===== src/rtl/enc8to3_seq_pkg.sv =====
// Shared definitions for the sequential 8-to-3 encoder: FSM encoding,
// default code width and count-width helper.
package enc8to3_seq_pkg;

    localparam int unsigned WDefault = 3;

    typedef enum logic {
        StIdle = 1'b0,
        StEmit = 1'b1
    } state_e;

    // Counter must represent 0..2**w inclusive.
    function automatic int unsigned count_width(input int unsigned w);
        return w + 1;
    endfunction

    localparam int unsigned CountWDefault = count_width(WDefault);

endpackage


===== src/rtl/enc8to3_seq_prienc8.sv =====
// Combinational N-to-W priority encoder; LSB_FIRST picks the lowest set
// index, otherwise the highest set index wins.
module enc8to3_seq_prienc8
    import enc8to3_seq_pkg::*;
#(
    parameter int unsigned W         = WDefault,
    parameter bit          LSB_FIRST = 1'b1
) (
    input  logic [(2**W)-1:0] req_i,
    output logic [W-1:0]      idx_o,
    output logic              any_o
);

    localparam int N = 2 ** W;

    always_comb begin
        idx_o = '0;
        any_o = |req_i;
        if (LSB_FIRST) begin
            // Scan downwards so the lowest set index is written last.
            for (int i = N - 1; i >= 0; i--) begin
                if (req_i[i]) begin
                    idx_o = W'(i);
                end
            end
        end else begin
            for (int i = 0; i < N; i++) begin
                if (req_i[i]) begin
                    idx_o = W'(i);
                end
            end
        end
    end

endmodule


===== src/rtl/enc8to3_seq.sv =====
// Captures an active-low request vector and emits the code of every asserted
// line over a valid/ready handshake, in priority order.
module enc8to3_seq
    import enc8to3_seq_pkg::*;
#(
    parameter int unsigned W         = WDefault,
    parameter bit          LSB_FIRST = 1'b1
) (
    input  logic                  clk,
    input  logic                  rst_n,
    input  logic                  EN,
    input  logic [(2**W)-1:0]     Y,
    input  logic                  load,
    output logic                  A,
    output logic                  B,
    output logic                  C,
    output logic                  valid,
    input  logic                  ready,
    output logic                  busy,
    output logic [count_width(W)-1:0] count,
    output logic                  none
);

    localparam int          N  = 2 ** W;
    localparam int unsigned CW = count_width(W);

    state_e         state_q, state_d;
    logic [N-1:0]   pending_q, pending_d;
    logic [W-1:0]   code_q, code_d;
    logic           valid_q, valid_d;
    logic           busy_q, busy_d;
    logic [CW-1:0]  count_q, count_d;
    logic           none_q, none_d;

    logic [W-1:0]   enc_idx;
    logic           enc_any;
    logic [CW-1:0]  req_cnt;

    // Pending set after this edge; the encoder looks ahead at it so the next
    // code is ready in the cycle right after a transfer.
    always_comb begin
        pending_d = pending_q;
        if (EN) begin
            pending_d = '0;
        end else if (state_q == StIdle) begin
            if (load) begin
                pending_d = ~Y;
            end
        end else if (ready) begin
            pending_d[code_q] = 1'b0;
        end
    end

    always_comb begin
        req_cnt = '0;
        for (int i = 0; i < N; i++) begin
            if (!Y[i]) begin
                req_cnt = req_cnt + CW'(1);
            end
        end
    end

    enc8to3_seq_prienc8 #(
        .W         (W),
        .LSB_FIRST (LSB_FIRST)
    ) u_prienc (
        .req_i (pending_d),
        .idx_o (enc_idx),
        .any_o (enc_any)
    );

    always_comb begin
        state_d = state_q;
        code_d  = code_q;
        valid_d = valid_q;
        busy_d  = busy_q;
        count_d = count_q;
        none_d  = 1'b0;
        if (EN) begin
            state_d = StIdle;
            valid_d = 1'b0;
            busy_d  = 1'b0;
            count_d = '0;
        end else begin
            unique case (state_q)
                StIdle: begin
                    if (load) begin
                        if (enc_any) begin
                            state_d = StEmit;
                            code_d  = enc_idx;
                            valid_d = 1'b1;
                            busy_d  = 1'b1;
                            count_d = req_cnt;
                        end else begin
                            none_d = 1'b1;
                        end
                    end
                end
                StEmit: begin
                    if (ready) begin
                        count_d = count_q - CW'(1);
                        if (enc_any) begin
                            code_d = enc_idx;
                        end else begin
                            state_d = StIdle;
                            valid_d = 1'b0;
                            busy_d  = 1'b0;
                        end
                    end
                end
                default: state_d = StIdle;
            endcase
        end
    end

    always_ff @(posedge clk or negedge rst_n) begin
        if (!rst_n) begin
            state_q   <= StIdle;
            pending_q <= '0;
            code_q    <= '0;
            valid_q   <= 1'b0;
            busy_q    <= 1'b0;
            count_q   <= '0;
            none_q    <= 1'b0;
        end else begin
            state_q   <= state_d;
            pending_q <= pending_d;
            code_q    <= code_d;
            valid_q   <= valid_d;
            busy_q    <= busy_d;
            count_q   <= count_d;
            none_q    <= none_d;
        end
    end

    assign A     = code_q[W-1];
    assign B     = code_q[W-2];
    assign C     = code_q[0];
    assign valid = valid_q;
    assign busy  = busy_q;
    assign count = count_q;
    assign none  = none_q;

endmodule


===== config.mk =====
export PLATFORM = sky130hd
export DESIGN_NAME = enc8to3_seq
export DESIGN_NICKNAME = d
export VERILOG_FILES = /design/src/rtl/enc8to3_seq_pkg.sv /design/src/rtl/enc8to3_seq_prienc8.sv /design/src/rtl/enc8to3_seq.sv
export SDC_FILE = /design/constraint.sdc
export NUM_CORES = 1
export LEC_CHECK = 0
export ABC_CLOCK_PERIOD_IN_PS = 2850
export CELL_PAD_IN_SITES_DETAIL_PLACEMENT = 1
export CELL_PAD_IN_SITES_GLOBAL_PLACEMENT = 1
export CORE_AREA = 2 2 79 81
export DETAILED_ROUTE_END_ITERATION = 7
export DIE_AREA = 0 0 81 83
export DONT_BUFFER_PORTS = 1
export PLACE_DENSITY = 0.61
export SLEW_MARGIN = 20
export SYNTH_ARGS = -nofsm -noshare
export SYNTH_HDL_FRONTEND = slang
export SYNTH_SLANG_ARGS = --single-unit

===== constraint.sdc =====
create_clock -name clk -period 2.85 [get_ports clk]
set_input_delay 0.57 -clock clk [delete_from_list [all_inputs] [get_ports clk]]
set_output_delay 0.57 -clock clk [all_outputs]
set_load 0.02 [all_outputs]

; After elaboration in Yosys (flattened, before gate mapping)
; Cells that the tools add are included.
[word_totals]
in_bits = 13
latch_bits = 0
out_inout_bits = 10
mem_bits_ro = 0
regBits = 18
elab_cells = 78
mem_bits_rw = 0
mem_count = 0
[op_classes]
mul = 0
magnitude_cmp = 2
n_div = 0
n_eq_ne = 6
n_mux = 46
n_reduce_logical = 5
n_addsub = 8
bitwise = 5
n_shift = 0
[ops]
columns = cell, count
row1 = $mux W4, 11
row2 = $mux W3, 11
row3 = $mux W8, 4
row4 = $add A4 B1 Y4 const B, 7
row5 = $not A8 Y8, 2
row6 = $mux W1, 15
row7 = $ne A3 B3 Y1 const B, 4
row8 = $and A8 B8 Y8, 1
row9 = $pmux W4 S2, 1
row10 = $reduce_or A8 Y1, 1
row11 = $pmux W3 S2, 1
row12 = $reduce_and A3 Y1, 2
row13 = $lt A3 B4 Y1 const B, 1
row14 = $ne A2 B2 Y1 const B, 2
row15 = $pmux W1 S2, 2
row16 = $reduce_and A4 Y1, 1
row17 = $sub A4 B1 Y4 const B, 1
row18 = $demux W1 S3, 1
row19 = $ge A3 B1 Y1 const B, 1
row20 = $not A1 Y1, 2
row21 = $logic_and A1 B1 Y1, 1

; Depth between registers and ports, before layout
; Gate-level depths: netlist of the first run.
[depth]
word_depth = 20
depth_mapped = 19

; Modules after synthesis
; From an unflattened synthesis of the first run, not the netlist that was laid out.
[hier_totals]
cells_unflattened = 208
area_unflattened_um2 = 1735.4
[modules_own_cells]
columns = mod, seq_area_each_um2, area_each_um2, instances, cells_each
row1 = enc8to3_seq, 450.4, 1654.1, 1, 195
row2 = enc8to3_seq_prienc8, 0.0, 81.3, 1, 13

; Worst setup path before layout of the first run
; No wires, ideal clock.
[synth_path]
path_kind = input to register
startpoint = input port Y[0]
endpoint = register count_q[1] (netlist: count[1])
t_required_ps = 2728
path_slack_ps = -974
stages = 18
arrival_ps = 3702
cell_sequence = inv_1 > ha_1 > buf_4 > xnor2_4 > ha_1 > nor2_1 > a31oi_1 > xnor2_1 > mux2_2 > ha_1 > xor2_1 > a32oi_1 > o21ai_1 > inv_1 > ha_1 > nor2b_1 > a211o_1 > a32o_1
[synth_via]
elab_chain_len = 19
elab_cells_between_ends = 26
classes_between = 7 x add/sub / 1 x eq/ne / 15 x mux / 1 x bitwise / 2 x reduce/logical
[synth_rtl]
columns = element, line
row1 = from (decl), enc8to3_seq.sv:12  ; input logic [(2**W)-1:0] Y,
row2 = $mux W1, enc8to3_seq.sv:57  ; if (!Y[i]) begin
row3 = $add A4 B1 Y4, enc8to3_seq.sv:58  ; req_cnt = req_cnt + CW'(1);
row4 = $mux W4, enc8to3_seq.sv:57
row5 = $add A4 B1 Y4, enc8to3_seq.sv:58
row6 = $mux W4, enc8to3_seq.sv:57
row7 = $add A4 B1 Y4, enc8to3_seq.sv:58
row8 = $mux W4, enc8to3_seq.sv:57
row9 = $add A4 B1 Y4, enc8to3_seq.sv:58
row10 = [... 3 more ...], -
row11 = $add A4 B1 Y4, enc8to3_seq.sv:58
row12 = $mux W4, enc8to3_seq.sv:57
row13 = $add A4 B1 Y4, enc8to3_seq.sv:58
row14 = $mux W4, enc8to3_seq.sv:57
row15 = $mux W4, enc8to3_seq.sv:88  ; if (enc_any) begin
row16 = $mux W4, enc8to3_seq.sv:87  ; if (load) begin
row17 = $pmux W4 S2, enc8to3_seq.sv:85  ; unique case (state_q)
row18 = $mux W4, enc8to3_seq.sv:79  ; if (EN) begin
row19 = to (signal assigned), enc8to3_seq.sv:131  ; count_q <= count_d;
row20 = to (decl), enc8to3_seq.sv:32  ; logic [CW-1:0] count_q, count_d;
; Parallel ways exist; a longest one is shown, timed or not. The select of a mux whose other input is x is not followed.
; A chain may end at the register's enable or synchronous reset.

; Worst setup path after layout of the first run
[layout_path]
startpoint = input port Y[1]
endpoint = register count_q[3] (netlist: count[3])
[layout_via]
elab_chain_len = 17
elab_cells_between_ends = 24
classes_between = 6 x add/sub / 1 x eq/ne / 14 x mux / 1 x bitwise / 2 x reduce/logical
[layout_rtl]
columns = element, line
row1 = $mux W4, enc8to3_seq.sv:57
row2 = $add A4 B1 Y4, enc8to3_seq.sv:58
row3 = $mux W4, enc8to3_seq.sv:57
row4 = $add A4 B1 Y4, enc8to3_seq.sv:58
row5 = $mux W4, enc8to3_seq.sv:57
row6 = $add A4 B1 Y4, enc8to3_seq.sv:58
row7 = $mux W4, enc8to3_seq.sv:57
row8 = $add A4 B1 Y4, enc8to3_seq.sv:58
row9 = $mux W4, enc8to3_seq.sv:57
row10 = $add A4 B1 Y4, enc8to3_seq.sv:58
row11 = $mux W4, enc8to3_seq.sv:57
row12 = $add A4 B1 Y4, enc8to3_seq.sv:58
row13 = $mux W4, enc8to3_seq.sv:57
row14 = $mux W4, enc8to3_seq.sv:88
row15 = $mux W4, enc8to3_seq.sv:87
row16 = $pmux W4 S2, enc8to3_seq.sv:85
row17 = $mux W4, enc8to3_seq.sv:79
; Parallel ways exist; a longest one is shown, timed or not. The select of a mux whose other input is x is not followed.

==> summary.txt, run 1 <==
Placed design
  • GP Congestion: 0.7620
  • HPWL after DPL: 3.831 mm
  • Area post-placement: 2092 µm²
  • Port Buffers: 0

Synth
  • Leading area contributor after synthesis: dfrtp_1
  • Post-synth EDFFs: 0
  • Synth cell count leaders: 20 x nand2_1, 18 x dfrtp_1, 13 x nor2_1, 13 x nor2b_1, 12 x a21oi_1
  • Mean Syn Cell Area: 8.484 µm²
  • Count of unique library cells instantiated by Yosys: 57
  • FF+latch count, synth: 18
  • Top post-synthesis cells by area: dfrtp_1 25%, ha_1 6.3%, nor2b_1 4.6%
  • Syn Inst Count: 210
  • Ys flop type: dfrtp_1
  • Post-Syn Nets: 232
  • Ys Warns: 0
  • FFs w/ async S/R, synth: 100.0%
  • Top-count cell post-synth: nand2_1
  • Sequential fraction of the synthesis area: 25.28%
  • Post-Syn Area: 1782 µm²
  • Yosys top cell area share: 25.28%

Drt
  • First drt pass iteration count: 4
  • WL final: 5.024 mm
  • DRT antenna net count: 0
  • Residual DRC count: 0
  • DR iter-0 viols: 41
  • Wirelength per Cell: 16.26 µm
  • Vias/cell: 5.327
  • Via count: 1646

Timing
  • Unrepaired setup endpoints after global routing: yes
  • Hold slack: 0.3690 ns
  • Worst-margin pin slew: 0.8680 ns
  • Final Hold Vio Count: 0
  • Part of the cycle the worst path needs: 114.3%
  • Period minus WS final: 3.257 ns
  • Fin worst setup slack: -0.4069 ns
  • Worst slew margin: 41.94%
  • Fmax: 0.3070 GHz
  • Final setup violation count: 3
  • Layout Skew: 0.005873 ns
  • Final Slew Violations: 0

Power
  • Switching power: 525.2 µW
  • Internal power: 756.4 µW
  • Logic pwr share: 53.9%
  • Reg power frac: 31.8%
  • Static Leak: 0.9489 nW
  • Clock Power Share: 14.2%
  • Switching share of total power: 40.98%
  • VDD IR max: 0.3823 mV
  • PD cells: 574.5 nW/µm²

Clocking
  • Reg clk slew, reported paths: 0.07 ns
  • CTS Sinks: 18
  • Maximum clock insertion buffer count: 2
  • Root Buffer Master: clkbuf_8
  • CTS tree: done
  • Worst-Skew Late Latency: 0.26 ns
  • CTS Buf Count: 3
  • Clock H-tree levels: 1

Cells and area
  • Nets: 258
  • Synthesis-to-finish area growth: 25.21%
  • Core Util, Final: 38.36%
  • Layout cells sized above 1: 24.79%
  • Fill cell count: 703
  • ANT cells: 0
  • Final Cell Area: 2231 µm²

Outcome
  • Failing checks: setup timing
  • Status: finished, violations left

Global routing
  • Number of antenna violations at the first check in global routing: 0
  • Largest net degree at the start of global routing: 20
  • Tot GR Track Use: 15.55%
  • Grt ovf: 0
  • Vias in the first global route: 1703
  • Global-route wire length before repair: 8.452 mm

Floorplanning
  • # IOs: 23
  • Die area: 6723 µm²
  • Die Wd: 81 µm
  • Initial Utilization: 30.64%
  • Core area: 5816 µm²
  • Die height: 83 µm
  • FP Rows: 28

Critical path
  • CP Data Required Time: 3.00 ns
  • Worst endpoint data arrival time: 3.41 ns
  • Worst-path maximum fanout: 4
  • CP Class: input pin to flop
  • CP Launch Type: input pin
  • CP endpoint kind: flop

Hold path
  • Min-Delay Path Class: input pin to flop

Flow run
  • MaxCap Viol Count: 0
-- metrics by stage --
step | power (mW) | setup WS (ns) | cells | setup TNS (ns)
after floorplan | 0.8485 | -0.6338 | 210 | -1.530
after global placement | 1.033 | -0.5773 | 302 | -1.557
after detailed placement | 1.049 | -0.7065 | 302 | -1.812
after CTS | 1.281 | -0.3493 | 308 | -0.8331
after global routing | 1.389 | -0.4967 | 309 | -1.267
final | 1.282 | -0.4069 | 309 | -0.9147
-- sequential cells by signal (all words and copies together) (netlist names) --
signal     count
count          4
none           1
pending_q      8
state_q        1
busy           1
code_q         3
-- repair_timing --
item	4_1_cts	5_1_grt
endpoints found under the hold margin	18	0
setup buffers	2	1
gates cloned	0	0
pin swaps	2	2
hold buffers	1	0
gates resized for setup	12	1
endpoints found under the setup margin	3	3
-- cell type report --
| class | instances | area (µm²) | share of cell area, % |
|---|---|---|---|
| multi-input cells | 169 | 1333 | 59.73 |
| well taps | 75 | 93.84 | 4.206 |
| clock buffers | 3 | 41.29 | 1.851 |
| inverters | 11 | 58.81 | 2.636 |
| repair buffers | 33 | 254.0 | 11.39 |
| flip-flops and latches | 18 | 450.4 | 20.19 |
-- worst paths after layout --
| check | startpoint | endpoint | slack, ns | depth (start not counted) |
|---|---|---|---|---|
| setup / recovery | Y[1] | count[3]$_DFFE_PN0P_ | -0.41 | 12 |
| hold / removal | EN | state_q$_DFF_PN0_ | 0.37 | 1 |
| setup reg to reg | code_q[2]$_DFFE_PN0P_ | count[1]$_DFFE_PN0P_ | 0.39 | 8 |
| hold reg to reg | pending_q[7]$_DFF_PN0_ | pending_q[7]$_DFF_PN0_ | 0.59 | 2 |
| max in group asynchronous | rst_n | pending_q[0]$_DFF_PN0_ | 1.44 | 1 |
| min in group asynchronous | rst_n | state_q$_DFF_PN0_ | 0.87 | 1 |
-- cell usage in the layout (no fill, tap or decap), drive strengths merged, types with 3 or more instances in the layout --
master | Yosys | final
nor3 | 7 | 7
nor2 | 13 | 13
ha | 9 | 9
and3b | 4 | 4
nand2 | 20 | 20
o31ai | 3 | 3
nor2b | 13 | 13
nand3b | 3 | 3
a211oi | 5 | 5
dfrtp | 18 | 18
a32oi | 4 | 4
nand3 | 3 | 3
or2 | 4 | 4
inv | 11 | 11
o211ai | 3 | 3
o21ai | 10 | 10
buf | 4 | 32
xnor2 | 6 | 6
nand2b | 7 | 7
a31oi | 3 | 3
a21oi | 12 | 12
clkbuf | 8 | 3
mux2i | 4 | 4
xor2 | 4 | 4
-- critical path, cell delays in order --
cell      delay (ns)
inv_12          0.02
ha_4            0.25
xnor2_4         0.14
ha_4            0.29
nand2b_1        0.06
mux4_2          0.46
o221a_1         0.25
or3b_4          0.39
and4_4          0.20
o41ai_4         0.39
mux2i_1         0.12
a221o_1         0.26
-- cells by family (layout without fill, tap and decap cells) --
family | after synthesis | count (layout) | share of synthesized area (%)
multiplexers | 7 | 7 | 4.775
AND/OR/NAND/NOR | 84 | 84 | 26.47
buffers and inverters | 23 | 47 | 5.758
flip-flops | 18 | 18 | 25.28
adder cells (fa/ha/maj) | 9 | 9 | 6.320
XOR/XNOR | 12 | 12 | 8.497
AO/OA/AOI/OAI | 57 | 57 | 22.89
-- power by group through the flow --
| stage | Sequential, mW | Combinational [mW] | Clock [mW] |
|---|---|---|---|
| 3_3_place_gp | 0.408 | 0.624 | 0 |
| 4_1_cts | 0.406 | 0.687 | 0.188 |
| 2_1_floorplan | 0.419 | 0.429 | 0 |
| 3_5_place_dp | 0.411 | 0.638 | 0 |
| 6_report | 0.408 | 0.691 | 0.183 |
| 5_1_grt | 0.420 | 0.768 | 0.201 |
-- routing by layer --
| layer | vias up | wire length (µm) | track usage [%] |
|---|---|---|---|
| li1 | 813 | - | - |
| met5 | - | 0 | 0 |
| met4 | 0 | 48 | 3.698 |
| met1 | 810 | 2436 | 21.82 |
| met2 | 18 | 2416 | 25.24 |
| met3 | 5 | 123 | 1.848 |
(Power assumes the default switching activity.)
==> run 2: changes to the inputs <==
==> constraint.sdc (replaced) <==
create_clock -name clk -period 2.85 [get_ports clk]
set_input_delay 0.285 -clock clk [delete_from_list [all_inputs] [get_ports clk]]
set_output_delay 0.285 -clock clk [all_outputs]
set_load 0.02 [all_outputs]
==> summary.txt, run 2 (same netlist as run 1, synthesis figures left out) <==
Power
  • Static Leak: 0.9567 nW
  • PD cells: 585.8 nW/µm²
  • VDD IR max: 0.3542 mV

Clocking
  • CTS tree: done
  • CTS Buf Count: 3
  • Clock H-tree levels: 1
  • Maximum clock insertion buffer count: 2
  • Worst-Skew Late Latency: 0.25 ns
  • Reg clk slew, reported paths: 0.07 ns
  • Root Buffer Master: clkbuf_8
  • CTS Sinks: 18

Placed design
  • GP Congestion: 0.7965
  • HPWL after DPL: 3.774 mm
  • Area post-placement: 2077 µm²
  • Place WS: -0.3871 ns
  • Cells after DPL: 300
  • Port Buffers: 0

Floorplanning
  • Die Wd: 81 µm
  • Initial Utilization: 30.64%
  • # IOs: 23
  • FP Rows: 28
  • Die area: 6723 µm²
  • Core area: 5816 µm²
  • Die height: 83 µm

Flow run
  • MaxCap Viol Count: 0

Cells and area
  • ANT cells: 0
  • Commonest non-fill, non-tap cell in the layout: buf_4
  • Register area: 450.4 µm²
  • Synthesis-to-finish area growth: 27.11%
  • Nets: 256
  • Multi-input gate area: 1356 µm²
  • Fill cell count: 709
  • Fin cells: 308
  • Largest register FFs: 8
  • Core Util, Final: 38.94%
  • Layout cells sized above 1: 26.18%
  • Final Cell Area: 2265 µm²
  • Commonest non-fill, non-tap cells in the layout: 28 x buf_4, 19 x nand2_1, 18 x dfrtp_1
  • Most flops, register: pending_q

Drt
  • Vias/cell: 5.338
  • Residual DRC count: 0
  • M1 WL: 2.460 mm
  • First drt pass iteration count: 4
  • Via count: 1644
  • Met3 wire length: 121 µm
  • DRT antenna net count: 0
  • Highest Signal Layer: met4
  • WL final: 4.910 mm
  • DR iter-0 viols: 32
  • Wirelength per Cell: 15.94 µm
  • DR WL met2: 2.317 mm

Global routing
  • Number of antenna violations at the first check in global routing: 0
  • Global-route wire length before repair: 8.252 mm
  • Tot GR Track Use: 15.17%
  • Grt ovf: 0
  • Largest net degree at the start of global routing: 20
  • Vias in the first global route: 1655

Outcome
  • Status: finished, violations left
  • Failing checks: setup timing

Timing
  • Final setup violation count: 2
  • Final Slew Violations: 0
  • Part of the cycle the worst path needs: 101.7%
  • Worst slew margin: 42.72%
  • Fmax: 0.3450 GHz
  • Fin worst setup slack: -0.04829 ns
  • Unrepaired setup endpoints after global routing: yes
  • Layout Skew: 0.0009574 ns
  • Worst-margin pin slew: 0.8563 ns
  • Final Hold Vio Count: 0
  • Period minus WS final: 2.898 ns
  • Total Neg Setup Slack: -0.09522 ns

Critical path
  • Worst endpoint data arrival time: 3.04 ns
  • CP max stage cell: ha_4
  • Critical Path, Cell by Cell: inv_12 -> ha_4 -> xnor2_4 -> ha_4 -> nor2_1 -> a31oi_1 -> xnor2_1 -> mux2_4 -> ha_4 -> xor2_1 -> a32oi_1 -> o21ai_2 -> inv_2 -> ha_4 -> nor2b_4 -> a211o_1 -> a32o_1
  • Worst path top cell family by delay: adder cells
  • CP endpoint kind: flop
  • Worst path bufs/invs: 2
  • Worst-path maximum fanout: 4
  • CP Launch Type: input pin
  • Max stage delay on crit path: 0.29 ns
  • CP Class: input pin to flop
  • Most used cell, CP: ha_4
  • CP Data Required Time: 2.99 ns

Hold path
  • Min-Delay Path Class: input pin to flop
## run 2: through the flow
step / hold WS (ns) / power (mW)
global route: 0.07711 / 1.440
floorplan: -0.01059 / 0.8485
CTS: 0.08122 / 1.276
global placement: -0.01019 / 1.032
detailed placement: -0.01020 / 1.046
finish: 0.09243 / 1.327
## run 2: worst register-to-register path, stage by stage, from the launching register on
cell      delay, ns
dfrtp_1        0.62
nor2_1         0.20
a32oi_1        0.29
nand2_1        0.13
nor3_1         0.26
nand3_1        0.22
a221oi_2       0.33
nor2_1         0.11
a32o_1         0.27
## run 2: worst paths after layout
path	start	slack (ns)	cells after the start	end
setup / recovery	Y[0]	-0.05	17	count[1]$_DFFE_PN0P_
setup reg to reg	state_q$_DFF_PN0_	0.32	8	count[1]$_DFFE_PN0P_
max in group asynchronous	rst_n	1.74	1	code_q[2]$_DFFE_PN0P_
hold reg to reg	pending_q[4]$_DFF_PN0_	0.60	2	pending_q[4]$_DFF_PN0_
hold / removal	EN	0.09	1	busy$_DFFE_PN0P_
min in group asynchronous	rst_n	0.58	1	count[0]$_DFFE_PN0P_
## run 2: final cells by class
cell class	count	share of cell area (%)
multi-input combinational	169	59.89
sequential	18	19.89
timing repair buffer	31	10.72
tap	75	4.144
inverter	11	2.928
clock buffer	4	2.431
## run 2: power by group
part | total (mW) | internal [mW] | switching [mW]
Sequential | 0.410 | 0.310 | 0.0998
Clock | 0.211 | 0.123 | 0.0880
Combinational | 0.706 | 0.363 | 0.343
Total | 1.33 | 0.796 | 0.531
## run 2: timing repair
action / 4_1_cts / 5_1_grt
pin swaps: 4 / 5
hold buffers: 1 / 0
resized for setup: 5 / 16
hold endpoints to repair: 18 / 0
buffers inserted: 1 / 2
endpoints found under the setup margin: 2 / 3
## run 2: routing by layer
layer	track usage, %	vias up
met5	0	-
met4	2.311	0
met3	1.957	2
met2	23.59	15
met1	22.71	822
li1	-	805
==> run 3: changes to the inputs <==
--- a/config.mk
+++ b/config.mk
@@ -12,6 +12,7 @@
 export DETAILED_ROUTE_END_ITERATION = 7
 export DIE_AREA = 0 0 81 83
 export DONT_BUFFER_PORTS = 1
+export GPL_TIMING_DRIVEN = 0
 export PLACE_DENSITY = 0.61
 export SLEW_MARGIN = 20
 export SYNTH_ARGS = -nofsm -noshare
==> summary.txt, run 3 (same netlist as run 1, synthesis figures left out) <==
Outcome
  • Status: finished, violations left
  • Failing checks: setup timing

Drt
  • WL final: 5.142 mm
  • DR iter-0 viols: 66
  • Vias/cell: 5.462
  • DRT antenna net count: 0
  • Residual DRC count: 0
  • First drt pass iteration count: 4
  • Wirelength per Cell: 16.97 µm
  • Via count: 1655

Floorplanning
  • Initial Utilization: 30.64%
  • Die area: 6723 µm²
  • Core area: 5816 µm²
  • Die Wd: 81 µm
  • Die height: 83 µm
  • # IOs: 23
  • FP Rows: 28

Placed design
  • Place WS: -0.6947 ns
  • Port Buffers: 0
  • Cells after DPL: 285
  • HPWL after DPL: 3.720 mm
  • Area post-placement: 1943 µm²
  • GP Congestion: 0.7707

Cells and area
  • Fin cells: 303
  • Core Util, Final: 38.49%
  • Layout cells sized above 1: 21.49%
  • Synthesis-to-finish area growth: 25.63%
  • Commonest non-fill, non-tap cells in the layout: 20 x nand2_1, 18 x dfrtp_1, 14 x buf_4
  • Nets: 252
  • Most flops, register: pending_q
  • ANT cells: 0
  • Largest register FFs: 8
  • Commonest non-fill, non-tap cell in the layout: nand2_1
  • Final Cell Area: 2238 µm²

Power
  • Total power: 1.290 mW
  • Switching share of total power: 42.60%
  • Clock Power Share: 13.9%
  • Logic pwr share: 51.9%
  • VDD IR max: 0.3266 mV
  • Internal power: 740.4 µW
  • PD cells: 576.3 nW/µm²
  • Static Leak: 0.9135 nW
  • Switching power: 549.5 µW
  • Reg power frac: 34.2%

Global routing
  • Largest net degree at the start of global routing: 19
  • Grt ovf: 0
  • Global-route wire length before repair: 8.700 mm
  • Tot GR Track Use: 15.97%
  • Number of antenna violations at the first check in global routing: 0
  • Vias in the first global route: 1789

Timing
  • Period minus WS final: 3.104 ns
  • Fmax: 0.3222 GHz
  • Worst slew margin: 43.07%
  • Total Neg Setup Slack: -0.4788 ns
  • Worst-margin pin slew: 0.8511 ns
  • Layout Skew: 0.007167 ns
  • Final Hold Vio Count: 0
  • Final setup violation count: 3
  • Fin worst setup slack: -0.2541 ns
  • Final Slew Violations: 0
  • Unrepaired setup endpoints after global routing: yes
  • Hold slack: 0.1559 ns
  • Part of the cycle the worst path needs: 108.9%

Hold path
  • Hold path start: EN
  • Min-Delay Path Class: input pin to flop

Critical path
  • CP Launch Type: input pin
  • CP endpoint kind: flop
  • CP Class: input pin to flop
  • Worst Setup SP: Y[2]
  • FF-to-FF Start: code_q[2]$_DFFE_PN0P_
  • CP Data Required Time: 2.98 ns
  • Worst-path maximum fanout: 2
  • Worst endpoint data arrival time: 3.23 ns

Clocking
  • Reg clk slew, reported paths: 0.07 ns
  • Root Buffer Master: clkbuf_8
  • CTS tree: done
  • Worst-Skew Late Latency: 0.25 ns
  • CTS Sinks: 18
  • Clock H-tree levels: 1
  • Maximum clock insertion buffer count: 2
  • CTS Buf Count: 3

Flow run
  • MaxCap Viol Count: 0
-- run 3: path summary, 6_finish.rpt --
path | endpoint | slack (ns) | cells after the start
worst max-delay path | count[3]$_DFFE_PN0P_ | -0.25 | 16
worst min-delay path | pending_q[1]$_DFF_PN0_ | 0.16 | 1
worst max register to register | count[1]$_DFFE_PN0P_ | 0.02 | 8
worst min register to register | pending_q[4]$_DFF_PN0_ | 0.58 | 2
max in group asynchronous | state_q$_DFF_PN0_ | 1.74 | 1
min in group asynchronous | pending_q[6]$_DFF_PN0_ | 0.58 | 1
-- run 3: layout make-up --
| cell class | count | area [µm²] |
|---|---|---|
| Tap cell | 75 | 93.84 |
| Clock buffer | 3 | 41.29 |
| Timing Repair Buffer | 16 | 130.1 |
| Sequential cell | 18 | 450.4 |
| Fill cell | 699 | 3577 |
| Buffer | 11 | 85.08 |
| Multi-Input combinational cell | 169 | 1376 |
| Inverter | 11 | 61.31 |
-- run 3: worst max-delay path, cell delays in order --
cell	delay, ns
buf_12	0.10
clkbuf_16	0.14
mux2i_4	0.19
ha_4	0.28
nor2_1	0.04
a31oi_1	0.22
xnor2_1	0.10
mux2_4	0.28
ha_4	0.22
xor2_1	0.16
a32oi_1	0.15
o21ai_1	0.12
buf_4	0.16
o41ai_4	0.39
mux2i_1	0.12
a221o_1	0.27
-- run 3: layer usage --
metal,up-vias,GRT usage [%],routed length (µm)
li1,804,-,-
met1,836,21.00,2453
met5,-,0,0
met3,2,1.739,97
met2,13,28.32,2574
met4,0,2.311,17
-- run 3: repair_timing --
action / 4_1_cts / 5_1_grt
hold endpoints to repair: 18 / 0
hold buffers: 1 / 0
buffers inserted: 12 / 3
resized for setup: 12 / 14
setup endpoints to repair: 4 / 4
pin swaps: 8 / 6
-- run 3: power by group through the flow --
| stage | logic, mW | registers, mW | clock network (mW) |
|---|---|---|---|
| detailed placement | 0.530 | 0.447 | 0 |
| floorplan | 0.429 | 0.419 | 0 |
| finish | 0.670 | 0.441 | 0.179 |
| global placement | 0.516 | 0.445 | 0 |
| global route | 0.744 | 0.453 | 0.195 |
| CTS | 0.613 | 0.442 | 0.183 |
